==> src/rtl/uart_cmd_pkg.sv <==
// uart_cmd_pkg
// Shared definitions for the UART command parser: FSM state encoding,
// ASCII constants used by the line decoder, and a terminator test helper.
// Configuration macro: UART_CMD_ERR_REPLY_EN adds the ERR_TX state.
package uart_cmd_pkg;

  typedef enum logic [2:0] {
    IDLE    = 3'd0,
    COLLECT = 3'd1,
    SKIP    = 3'd2,
    EXEC    = 3'd3,
    TX_HI   = 3'd4,
    TX_LO   = 3'd5,
    TX_NL   = 3'd6
`ifdef UART_CMD_ERR_REPLY_EN
    , ERR_TX = 3'd7
`endif
  } state_t;

  localparam logic [7:0] ASCII_CR    = 8'h0D;
  localparam logic [7:0] ASCII_LF    = 8'h0A;
  localparam logic [7:0] ASCII_O     = 8'h6F;
  localparam logic [7:0] ASCII_I     = 8'h69;
  localparam logic [7:0] ASCII_C     = 8'h63;
  localparam logic [7:0] ASCII_R     = 8'h72;
  localparam logic [7:0] ASCII_QMARK = 8'h3F;
  localparam logic [7:0] ASCII_L     = 8'h6C;
  localparam logic [7:0] ASCII_K     = 8'h6B;
  localparam logic [7:0] ASCII_S     = 8'h73;
  localparam logic [7:0] ASCII_T     = 8'h74;
  localparam logic [7:0] ASCII_0     = 8'h30;
  localparam logic [7:0] ASCII_1     = 8'h31;
  localparam logic [7:0] ASCII_3     = 8'h33;
  localparam logic [7:0] ASCII_4     = 8'h34;

  function automatic logic is_term(input logic [7:0] c);
    return (c == ASCII_CR) || (c == ASCII_LF);
  endfunction

endpackage

==> src/rtl/hex_nibble.sv <==
// hex_nibble
// Combinational ASCII <-> nibble converter.
// Ports:
//   i_ascii  - character to decode ('0'-'9', 'A'-'F', 'a'-'f')
//   i_nibble - nibble to encode
//   o_nibble - decoded value of i_ascii (0 when invalid)
//   o_valid  - i_ascii is a hex digit
//   o_ascii  - uppercase ASCII hex digit for i_nibble
module hex_nibble (
  input  logic [7:0] i_ascii,
  input  logic [3:0] i_nibble,
  output logic [3:0] o_nibble,
  output logic       o_valid,
  output logic [7:0] o_ascii
);

  // Decode one ASCII hex digit, both letter cases accepted
  always_comb begin
    o_nibble = 4'h0;
    o_valid  = 1'b0;
    if ((i_ascii >= 8'h30) && (i_ascii <= 8'h39)) begin
      o_nibble = 4'(i_ascii - 8'h30);
      o_valid  = 1'b1;
    end else if ((i_ascii >= 8'h41) && (i_ascii <= 8'h46)) begin
      o_nibble = 4'(i_ascii - 8'h37);
      o_valid  = 1'b1;
    end else if ((i_ascii >= 8'h61) && (i_ascii <= 8'h66)) begin
      o_nibble = 4'(i_ascii - 8'h57);
      o_valid  = 1'b1;
    end else begin
      o_nibble = 4'h0;
      o_valid  = 1'b0;
    end
  end

  // Encode a nibble as an uppercase ASCII hex digit
  always_comb begin
    if (i_nibble < 4'd10) begin
      o_ascii = 8'h30 + {4'h0, i_nibble};
    end else begin
      o_ascii = 8'h37 + {4'h0, i_nibble};
    end
  end

endmodule

==> src/rtl/uart_cmd_parser.sv <==
// uart_cmd_parser
// Parses CR/LF terminated ASCII command lines from a UART receiver:
//   oNHH      -> out_pinN = 0xHH (N = 0..4)
//   clk0/clk1 -> out_clk,  rst0/rst1 -> out_rst
//   iN        -> reply with in_pinN as two uppercase hex chars + LF
// Ports:
//   sys_clk, sys_rst        - clock, synchronous active-high reset
//   rx_data, rx_valid       - received byte and its one-cycle strobe
//   in_pin0..3              - pins sampled by read commands
//   out_pin0..4, out_clk, out_rst - registered software-controlled outputs
//   tx_data, tx_valid, tx_ready   - response byte stream (valid/ready)
// Configuration macro: UART_CMD_ERR_REPLY_EN - malformed or overlong lines
// are answered with "?\n" through ERR_TX; otherwise they are dropped silently.
module uart_cmd_parser
  import uart_cmd_pkg::*;
(
  input  logic       sys_clk,
  input  logic       sys_rst,
  input  logic [7:0] rx_data,
  input  logic       rx_valid,
  input  logic [7:0] in_pin0,
  input  logic [7:0] in_pin1,
  input  logic [7:0] in_pin2,
  input  logic [7:0] in_pin3,
  output logic [7:0] out_pin0,
  output logic [7:0] out_pin1,
  output logic [7:0] out_pin2,
  output logic [7:0] out_pin3,
  output logic [7:0] out_pin4,
  output logic       out_clk,
  output logic       out_rst,
  output logic [7:0] tx_data,
  output logic       tx_valid,
  input  logic       tx_ready
);

  state_t          r_state;
  logic [3:0][7:0] r_buf;
  logic [2:0]      r_len;
  logic [3:0]      r_snap_lo;

  logic       w_is_term;
  logic [3:0] w_hi_nib, w_lo_nib;
  logic       w_hi_ok, w_lo_ok;
  logic [3:0] w_enc_nib;
  logic [7:0] w_enc_ascii;
  logic [7:0] w_sel_pin;
  logic       w_cmd_out, w_cmd_clk, w_cmd_rst, w_cmd_rd;
  logic [7:0] w_unused_hi_ascii, w_unused_lo_ascii;
  logic [3:0] w_unused_enc_nib;
  logic       w_unused_enc_ok;

  assign w_is_term = is_term(rx_data);

  hex_nibble u_dec_hi (
    .i_ascii (r_buf[2]), .i_nibble(4'h0),
    .o_nibble(w_hi_nib), .o_valid (w_hi_ok), .o_ascii(w_unused_hi_ascii)
  );

  hex_nibble u_dec_lo (
    .i_ascii (r_buf[3]), .i_nibble(4'h0),
    .o_nibble(w_lo_nib), .o_valid (w_lo_ok), .o_ascii(w_unused_lo_ascii)
  );

  hex_nibble u_enc (
    .i_ascii (8'h00), .i_nibble(w_enc_nib),
    .o_nibble(w_unused_enc_nib), .o_valid(w_unused_enc_ok), .o_ascii(w_enc_ascii)
  );

  // Classify the buffered line; only consulted while in EXEC
  always_comb begin
    w_cmd_out = (r_len == 3'd4) && (r_buf[0] == ASCII_O) &&
                (r_buf[1] >= ASCII_0) && (r_buf[1] <= ASCII_4) && w_hi_ok && w_lo_ok;
    w_cmd_clk = (r_len == 3'd4) && (r_buf[0] == ASCII_C) && (r_buf[1] == ASCII_L) &&
                (r_buf[2] == ASCII_K) && ((r_buf[3] == ASCII_0) || (r_buf[3] == ASCII_1));
    w_cmd_rst = (r_len == 3'd4) && (r_buf[0] == ASCII_R) && (r_buf[1] == ASCII_S) &&
                (r_buf[2] == ASCII_T) && ((r_buf[3] == ASCII_0) || (r_buf[3] == ASCII_1));
    w_cmd_rd  = (r_len == 3'd2) && (r_buf[0] == ASCII_I) &&
                (r_buf[1] >= ASCII_0) && (r_buf[1] <= ASCII_3);
  end

  // Input pin selected by a read command
  always_comb begin
    case (r_buf[1][1:0])
      2'd0:    w_sel_pin = in_pin0;
      2'd1:    w_sel_pin = in_pin1;
      2'd2:    w_sel_pin = in_pin2;
      2'd3:    w_sel_pin = in_pin3;
      default: w_sel_pin = in_pin0;
    endcase
  end

  // High nibble is encoded straight from the pin in EXEC; low nibble from the snapshot
  always_comb begin
    if (r_state == EXEC) begin
      w_enc_nib = w_sel_pin[7:4];
    end else begin
      w_enc_nib = r_snap_lo;
    end
  end

  // Line collection, command execution and response FSM
  always_ff @(posedge sys_clk) begin
    if (sys_rst) begin
      r_state   <= IDLE;
      r_buf     <= '0;
      r_len     <= 3'd0;
      r_snap_lo <= 4'h0;
      out_pin0  <= 8'h00;
      out_pin1  <= 8'h00;
      out_pin2  <= 8'h00;
      out_pin3  <= 8'h00;
      out_pin4  <= 8'h00;
      out_clk   <= 1'b0;
      out_rst   <= 1'b0;
      tx_data   <= 8'h00;
      tx_valid  <= 1'b0;
    end else begin
      case (r_state)
        IDLE: begin
          // A terminator here is an empty line (including the LF of CRLF)
          if (rx_valid && !w_is_term) begin
            r_buf[0] <= rx_data;
            r_len    <= 3'd1;
            r_state  <= COLLECT;
          end
        end
        COLLECT: begin
          if (rx_valid) begin
            if (w_is_term) begin
              r_state <= EXEC;
            end else if (r_len == 3'd4) begin
              r_state <= SKIP;
            end else begin
              r_buf[r_len[1:0]] <= rx_data;
              r_len             <= r_len + 3'd1;
            end
          end
        end
        SKIP: begin
          if (rx_valid && w_is_term) begin
            r_len <= 3'd0;
`ifdef UART_CMD_ERR_REPLY_EN
            tx_data  <= ASCII_QMARK;
            tx_valid <= 1'b1;
            r_state  <= ERR_TX;
`else
            r_state  <= IDLE;
`endif
          end
        end
        EXEC: begin
          r_len   <= 3'd0;
          r_state <= IDLE;
          if (w_cmd_out) begin
            case (r_buf[1][2:0])
              3'd0:    out_pin0 <= {w_hi_nib, w_lo_nib};
              3'd1:    out_pin1 <= {w_hi_nib, w_lo_nib};
              3'd2:    out_pin2 <= {w_hi_nib, w_lo_nib};
              3'd3:    out_pin3 <= {w_hi_nib, w_lo_nib};
              3'd4:    out_pin4 <= {w_hi_nib, w_lo_nib};
              default: out_pin0 <= out_pin0;
            endcase
          end else if (w_cmd_clk) begin
            out_clk <= r_buf[3][0];
          end else if (w_cmd_rst) begin
            out_rst <= r_buf[3][0];
          end else if (w_cmd_rd) begin
            r_snap_lo <= w_sel_pin[3:0];
            tx_data   <= w_enc_ascii;
            tx_valid  <= 1'b1;
            r_state   <= TX_HI;
          end else begin
`ifdef UART_CMD_ERR_REPLY_EN
            tx_data  <= ASCII_QMARK;
            tx_valid <= 1'b1;
            r_state  <= ERR_TX;
`else
            r_state  <= IDLE;
`endif
          end
        end
        TX_HI: begin
          if (tx_ready) begin
            tx_data <= w_enc_ascii;
            r_state <= TX_LO;
          end
        end
        TX_LO: begin
          if (tx_ready) begin
            tx_data <= ASCII_LF;
            r_state <= TX_NL;
          end
        end
        TX_NL: begin
          if (tx_ready) begin
            tx_data  <= 8'h00;
            tx_valid <= 1'b0;
            r_state  <= IDLE;
          end
        end
`ifdef UART_CMD_ERR_REPLY_EN
        ERR_TX: begin
          if (tx_ready) begin
            tx_data <= ASCII_LF;
            r_state <= TX_NL;
          end
        end
`endif
        default: begin
          tx_valid <= 1'b0;
          r_state  <= IDLE;
        end
      endcase
    end
  end

endmodule

==> config.mk <==
export PLATFORM = sky130hd
export DESIGN_NAME = uart_cmd_parser
export DESIGN_NICKNAME = d
export VERILOG_FILES = /design/src/rtl/uart_cmd_pkg.sv /design/src/rtl/hex_nibble.sv /design/src/rtl/uart_cmd_parser.sv
export SDC_FILE = /design/constraint.sdc
export NUM_CORES = 1
export LEC_CHECK = 0
export CORE_MARGIN = 2
export CORE_UTILIZATION = 52
export DETAILED_ROUTE_END_ITERATION = 16
export GPL_TIMING_DRIVEN = 0
export PLACE_DENSITY = 0.79
export SLEW_MARGIN = 15
export SYNTH_ARGS = -nofsm -noshare
export SYNTH_HDL_FRONTEND = slang
export SYNTH_SLANG_ARGS = --single-unit
==> constraint.sdc <==
create_clock -name sys_clk -period 2.6 [get_ports sys_clk]
set_clock_uncertainty 0.05 [all_clocks]
set_input_delay 0.65 -clock sys_clk [delete_from_list [all_inputs] [get_ports sys_clk]]
set_output_delay 0.65 -clock sys_clk [all_outputs]
set_load 0.005 [all_outputs]
==> metrics.cfg, run 1 <==
[synth]
synth-warning-count=0
dominantRegCellSynth=dfxtp_1
synthTopCellsByCount=dfxtp_1, mux2i_1, nor2_1
syn_nets=528
yosysTopAreaCellShare_pct=39.30
synth_edf_count=0
synth_compound_area_share_pct=10.60
synth_seq_cells=92
syn_avg_cell_area_um2=9.909
synth_area_leaders=dfxtp_1, mux2i_1, nand2b_1
synth_top_family_by_area=multiplexers
yosysTopAreaCell=dfxtp_1
synthSimpleGateAreaFrac_pct=21.38
syn_inst=473
yosys.area_share.adder_pct=2.936
synth_mux_area_share_pct=21.60
yosys.cell_count.top_type=dfxtp_1
syn_area_um2=4687
async_reset_ff_share_pct=0
synth_xor_area_share_pct=0.1869
netlist-cell-type-count=66
synth-seq-area-share_pct=39.30

[cells_and_area]
fillCellCount=696
regArea_um2=1843
n_antenna_cell=0
fin_nets=633
multiInputGateArea_um2=2700
syn_to_final_growth_pct=29.04
drive_gt1_share_pct=9.605
layoutNonFillerInstCount=691

[timing]
slew_headroom_pct=61.71
slew_violations=0
max_freq_mhz=399.2
worst_pin_slew_ns=0.5743
min_period_over_period_pct=96.35
hold_viol_final=0
final-setup-viol-count=0
finalCriticalPeriod_ns=2.505
rsz0062_at_grt=false

[global_routing]
track_usage_pct=25.46
grt_pass1_vias=3916
antenna_found_initial=0
grt.overflow.total=0
grt_pass1_wl_um=19800
grt_max_degree=18

[floorplanning]
ios=95
coreArea_um2=8721
start_util_pct=53.74
die_y_um=98.94
rows=34
die_w_um=98.94
fp.dieArea_um2=9789

[routing]
ant_nets=0
vias=3971
vias_per_cell=5.747
post_drt_wl_per_cell_um=17.67
drt_iter0_drc=179
first_pass_iters=5
drc=0
routed_wl_um=12210

[place]
dp.cells=673
io_buffers=92
dp_hpwl_um=9143
gp_congestion=0.9162

[clocking]
numCtsBuffers=9
h-tree-depth=3
cts_sinks=92
clock_latency_ns=0.37
cts_tree=done
root_buffer=clkbuf_8
path_clk_slew_ns=0.10
ctsLongestPathBuffers=2

[hold_path]
worstHoldPathType=reg -> reg

[critical_path]
cp.required_ns=2.79
endpoint_kind=flip-flop
worstSetupPathType=in -> reg
arrival_ns=2.70
cp-start-kind=primary input
path_max_fanout=8

[power]
report.power.total_mw=2.782
p_leak_nw=2.559
vdd_drop_max_mv=0.3024
power_density_nw_per_um2=459.9

[job]
max_cap_viol_count=0

[status]
status=complete, no violations

==> cell families after synthesis <==
kind of cell,after synthesis
AOI/OAI and AO/OA,64
xor gates and xnor gates,1
adders and majority gates,11
buffers and inverters,42
DFF,92
muxes,91
other,1
and+or+nand+nor,171
==> metrics by stage <==
stage | cell area, um^2 | hold slack [ns] | setup TNS [ns] | utilization, % | worst slack (ns)
after floorplan | 4687 | 0.3820 | 0 | - | 0.2700
after global placement | 5743 | 0.4053 | -15.13 | 65.85 | -0.5427
after detailed placement | 5743 | 0.4130 | -16.87 | 65.85 | -0.6687
after CTS | 6003 | 0.4267 | -1.360 | 68.84 | -0.1073
after global routing | 6048 | 0.4525 | 0 | 69.35 | 0.007135
final | 6048 | 0.4286 | 0 | 69.35 | 0.09488
==> layout make-up <==
| type | count | area share [%] |
|---|---|---|
| sequential | 92 | 30.47 |
| buffer | 28 | 2.234 |
| multi-input combinational | 339 | 44.64 |
| clock buffer | 9 | 2.048 |
| clock inverter | 7 | 1.820 |
| inverter | 14 | 0.8688 |
| timing repair buffer | 94 | 15.68 |
| tap | 108 | 2.234 |
==> registers in the layout, summed over array words and instances (netlist names), 3 cells and up <==
register and cells:
out_pin2 8, out_pin0 8, out_pin1 8, r_state 3, out_pin4 8, tx_data 7, out_pin3 8, r_len 3
r_buf 32, r_snap_lo 4
==> per-layer routing <==
metal  global-route usage [%]  share of wire (%)  vias up
li1                         -                  -     1911
met1                    32.98                 43     1914
met2                    43.30                 49      129
met3                    5.106                6.2       17
met4                    7.060                1.8        0
met5                        0                  0        -
==> worst max-delay path: stages <==
cell,delay [ns]
clkdlybuf4s50_1,0.64
and3b_1,0.23
o211ai_1,0.47
nand3_2,0.40
mux2i_1,0.25
nor2_1,0.06
==> placed cells by master (no fill, tap or decap), types with 3 or more instances in the layout <==
cell type / n
or3_1: 3
o21ai_0: 7
nand3_1: 6
nor2b_1: 3
and3b_1: 3
nand4bb_1: 3
nand2b_1: 46
a211o_1: 3
buf_4: 5
mux4_2: 8
nor3b_1: 5
ha_1: 11
inv_1: 14
buf_2: 5
dfxtp_1: 91
nor2_1: 47
nand2_1: 13
and4_1: 3
or2_2: 4
mux2i_1: 80
nor4_1: 4
a22oi_1: 4
nand4_1: 4
nand4b_1: 5
a21oi_1: 20
a311oi_1: 3
clkbuf_8: 9
clkdlybuf4s50_1: 92
nand3b_1: 5
clkbuf_1: 15
nand3_2: 3
==> final timing paths <==
path / from / end / slack, ns / depth (start not counted)
max: rx_data[1] / r_buf[30] / 0.09 / 6
min: tx_data[2] / tx_data[2] / 0.43 / 2
max reg2reg: r_buf[8] / tx_data[1] / 0.15 / 9
min reg2reg: tx_data[2] / tx_data[2] / 0.43 / 2
==> power breakdown <==
part           leakage [nW]  total, mW  internal, mW  switching [mW]
clock network         0.113       1.12         0.556           0.559
registers             0.744       1.44          1.42          0.0137
logic                  1.70      0.229         0.124           0.105
==> repair_timing <==
item                       CTS  global route
setup buffers                1             1
resized for setup            2             9
pin swaps                    1             1
hold buffers                 0             0
hold endpoints to repair     0             0
setup endpoints to repair   32            26
gates cloned                 0             0
Power figures use the tool's default switching activity.
==> inputs of run 2 (changes only) <==
--- a/config.mk
+++ b/config.mk
@@ -9,6 +9,7 @@
 export CORE_UTILIZATION = 52
 export DETAILED_ROUTE_END_ITERATION = 16
 export GPL_TIMING_DRIVEN = 0
+export MAX_ROUTING_LAYER = met4
 export PLACE_DENSITY = 0.79
 export SLEW_MARGIN = 15
 export SYNTH_ARGS = -nofsm -noshare
==> run 2 against run 1 <==
Via count fell by 0.40%. Worst setup slack got worse by 0.039 ns. Worst hold slack barely moved. Design area did not move.
==> metrics.cfg, run 2 (same netlist as run 1, synthesis figures left out) <==
[critical_path]
rr_endpoint=tx_data[1]
arrival_ns=2.74
endpoint=r_buf[19]
cp.required_ns=2.79
worstSetupPathType=in -> reg
reg2regPathDepth=9
path_max_fanout=8
cp-start-kind=primary input
r2r_slack_ns=0.15
endpoint_kind=flip-flop
timing.rr.start=r_buf[8]
startpoint=rx_data[1]

[timing]
setup_ws_ns=0.05558
slew_headroom_pct=62.01
max_freq_mhz=393.0
hold_ws_ns=0.4283
slew_violations=0
rsz0062_at_grt=false
final-setup-viol-count=0
hold_viol_final=0
worst_pin_slew_ns=0.5674
min_period_over_period_pct=97.86
finalCriticalPeriod_ns=2.544

[power]
power_density_nw_per_um2=460.1
p_int_mw=2.104
pwr-share-comb_pct=8.3
p_switching_mw=0.6786
vdd_drop_max_mv=0.3037
p_leak_nw=2.559
report.power.total_mw=2.783
p_clk_share_pct=40.1
p_sw_share_pct=24.39
seq_power_share_pct=51.7

[routing]
first_pass_iters=4
drt_iter0_drc=153
ant_nets=0
drc=0
post_drt_wl_per_cell_um=17.75
routed_wl_um=12260
vias=3955
vias_per_cell=5.724

[place]
dpl_cell_area_um2=5743
dp_hpwl_um=9143
gp_congestion=0.9321
dp_slack_ns=-0.6687
dp.cells=673
io_buffers=92

[global_routing]
gr-usage-met3_pct=5.248
grt_use_met1_pct=33.15
grt_use_met2_pct=43.14
grt.overflow.total=0
track_usage_pct=26.27
grt_pass1_wl_um=19840
gr-max-usage-layer=met2
grt_max_degree=18
antenna_found_initial=0
grt_pass1_vias=3907

[clocking]
clock_latency_ns=0.37
cts_hold_buf=0
root_buffer=clkbuf_8
cts_sinks=92
ctsLongestPathBuffers=2
h-tree-depth=3
cts_tree=done
numCtsBuffers=9
path_clk_slew_ns=0.10

[cells_and_area]
largest-register=r_buf
drive_gt1_share_pct=9.605
fillCellCount=696
fin_nets=633
final_cell_mix=clkdlybuf4s50_1, dfxtp_1, mux2i_1
n_antenna_cell=0
largest_register_ffs=32
stdcell_area_um2=6048
syn_to_final_growth_pct=29.04
layoutNonFillerInstCount=691
final_common_cell=clkdlybuf4s50_1

[floorplanning]
start_util_pct=53.74
fp.dieArea_um2=9789
rows=34
coreArea_um2=8721
die_w_um=98.94
ios=95
die_y_um=98.94

[hold_path]
worstHoldPathType=reg -> reg

[status]
status=complete, no violations

[job]
max_cap_viol_count=0

==> run 2: cell counts in the layout (fill, tap and decap cells not counted) <==
Identical to the previous run, type by type.
==> run 2: through the flow <==
stage	util, %	setup TNS, ns
after floorplan	-	0
after global routing	69.35	0
after detailed placement	65.85	-16.87
after global placement	65.85	-15.13
final	69.35	0
after CTS	68.84	-1.360
==> run 2: final cells by class <==
cell class                 count  area [um^2]  share of cell area [%]
inverter                      14        52.55                  0.8688
tap                          108        135.1                   2.234
timing repair buffer          94        948.4                   15.68
clock inverter                 7        110.1                   1.820
clock buffer                   9        123.9                   2.048
buffer                        28        135.1                   2.234
multi-input combinational    339         2700                   44.64
sequential                    92         1843                   30.47
==> run 2: critical path, stage by stage <==
cell             delay, ns
clkdlybuf4s50_1       0.66
and3b_1               0.23
o211ai_1              0.47
nand3_2               0.40
mux2i_1               0.25
nor2_1                0.06
==> run 2: how the worst min path moves through the flow <==
stage,from,end,slack [ns],cells past startpoint
final,tx_data[2],tx_data[2],0.43,2
after global routing,out_pin0[1],out_pin0[1],0.45,2
after CTS,tx_data[5],tx_data[5],0.43,2
after detailed placement,tx_data[5],tx_data[5],0.41,2
after global placement,tx_data[5],tx_data[5],0.41,2
after floorplan,r_buf[15],r_buf[15],0.38,2
==> run 2: metal layers <==
metal  wire, um  vias to the layer above  part of all wire (%)
met4        144                        0                   1.2
met3        643                       10                   5.2
li1           -                     1912                     -
met2       6007                      116                    49
met5          0                        -                     0
met1       5469                     1917                    45
==> run 2: power groups by stage <==
stage | Clock, mW | Combinational (mW) | Sequential [mW]
after floorplan | 0 | 0.114 | 1.47
after global placement | 0 | 0.212 | 1.47
after detailed placement | 0 | 0.217 | 1.47
after CTS | 1.12 | 0.225 | 1.44
after global routing | 1.19 | 0.246 | 1.44
final | 1.12 | 0.230 | 1.44
==> run 2: what timing repair did <==
action                     in CTS  in global routing
resized for setup               2                  9
pin swaps                       1                  1
buffers inserted                1                  1
setup endpoints to repair      32                 26
hold endpoints to repair        0                  0
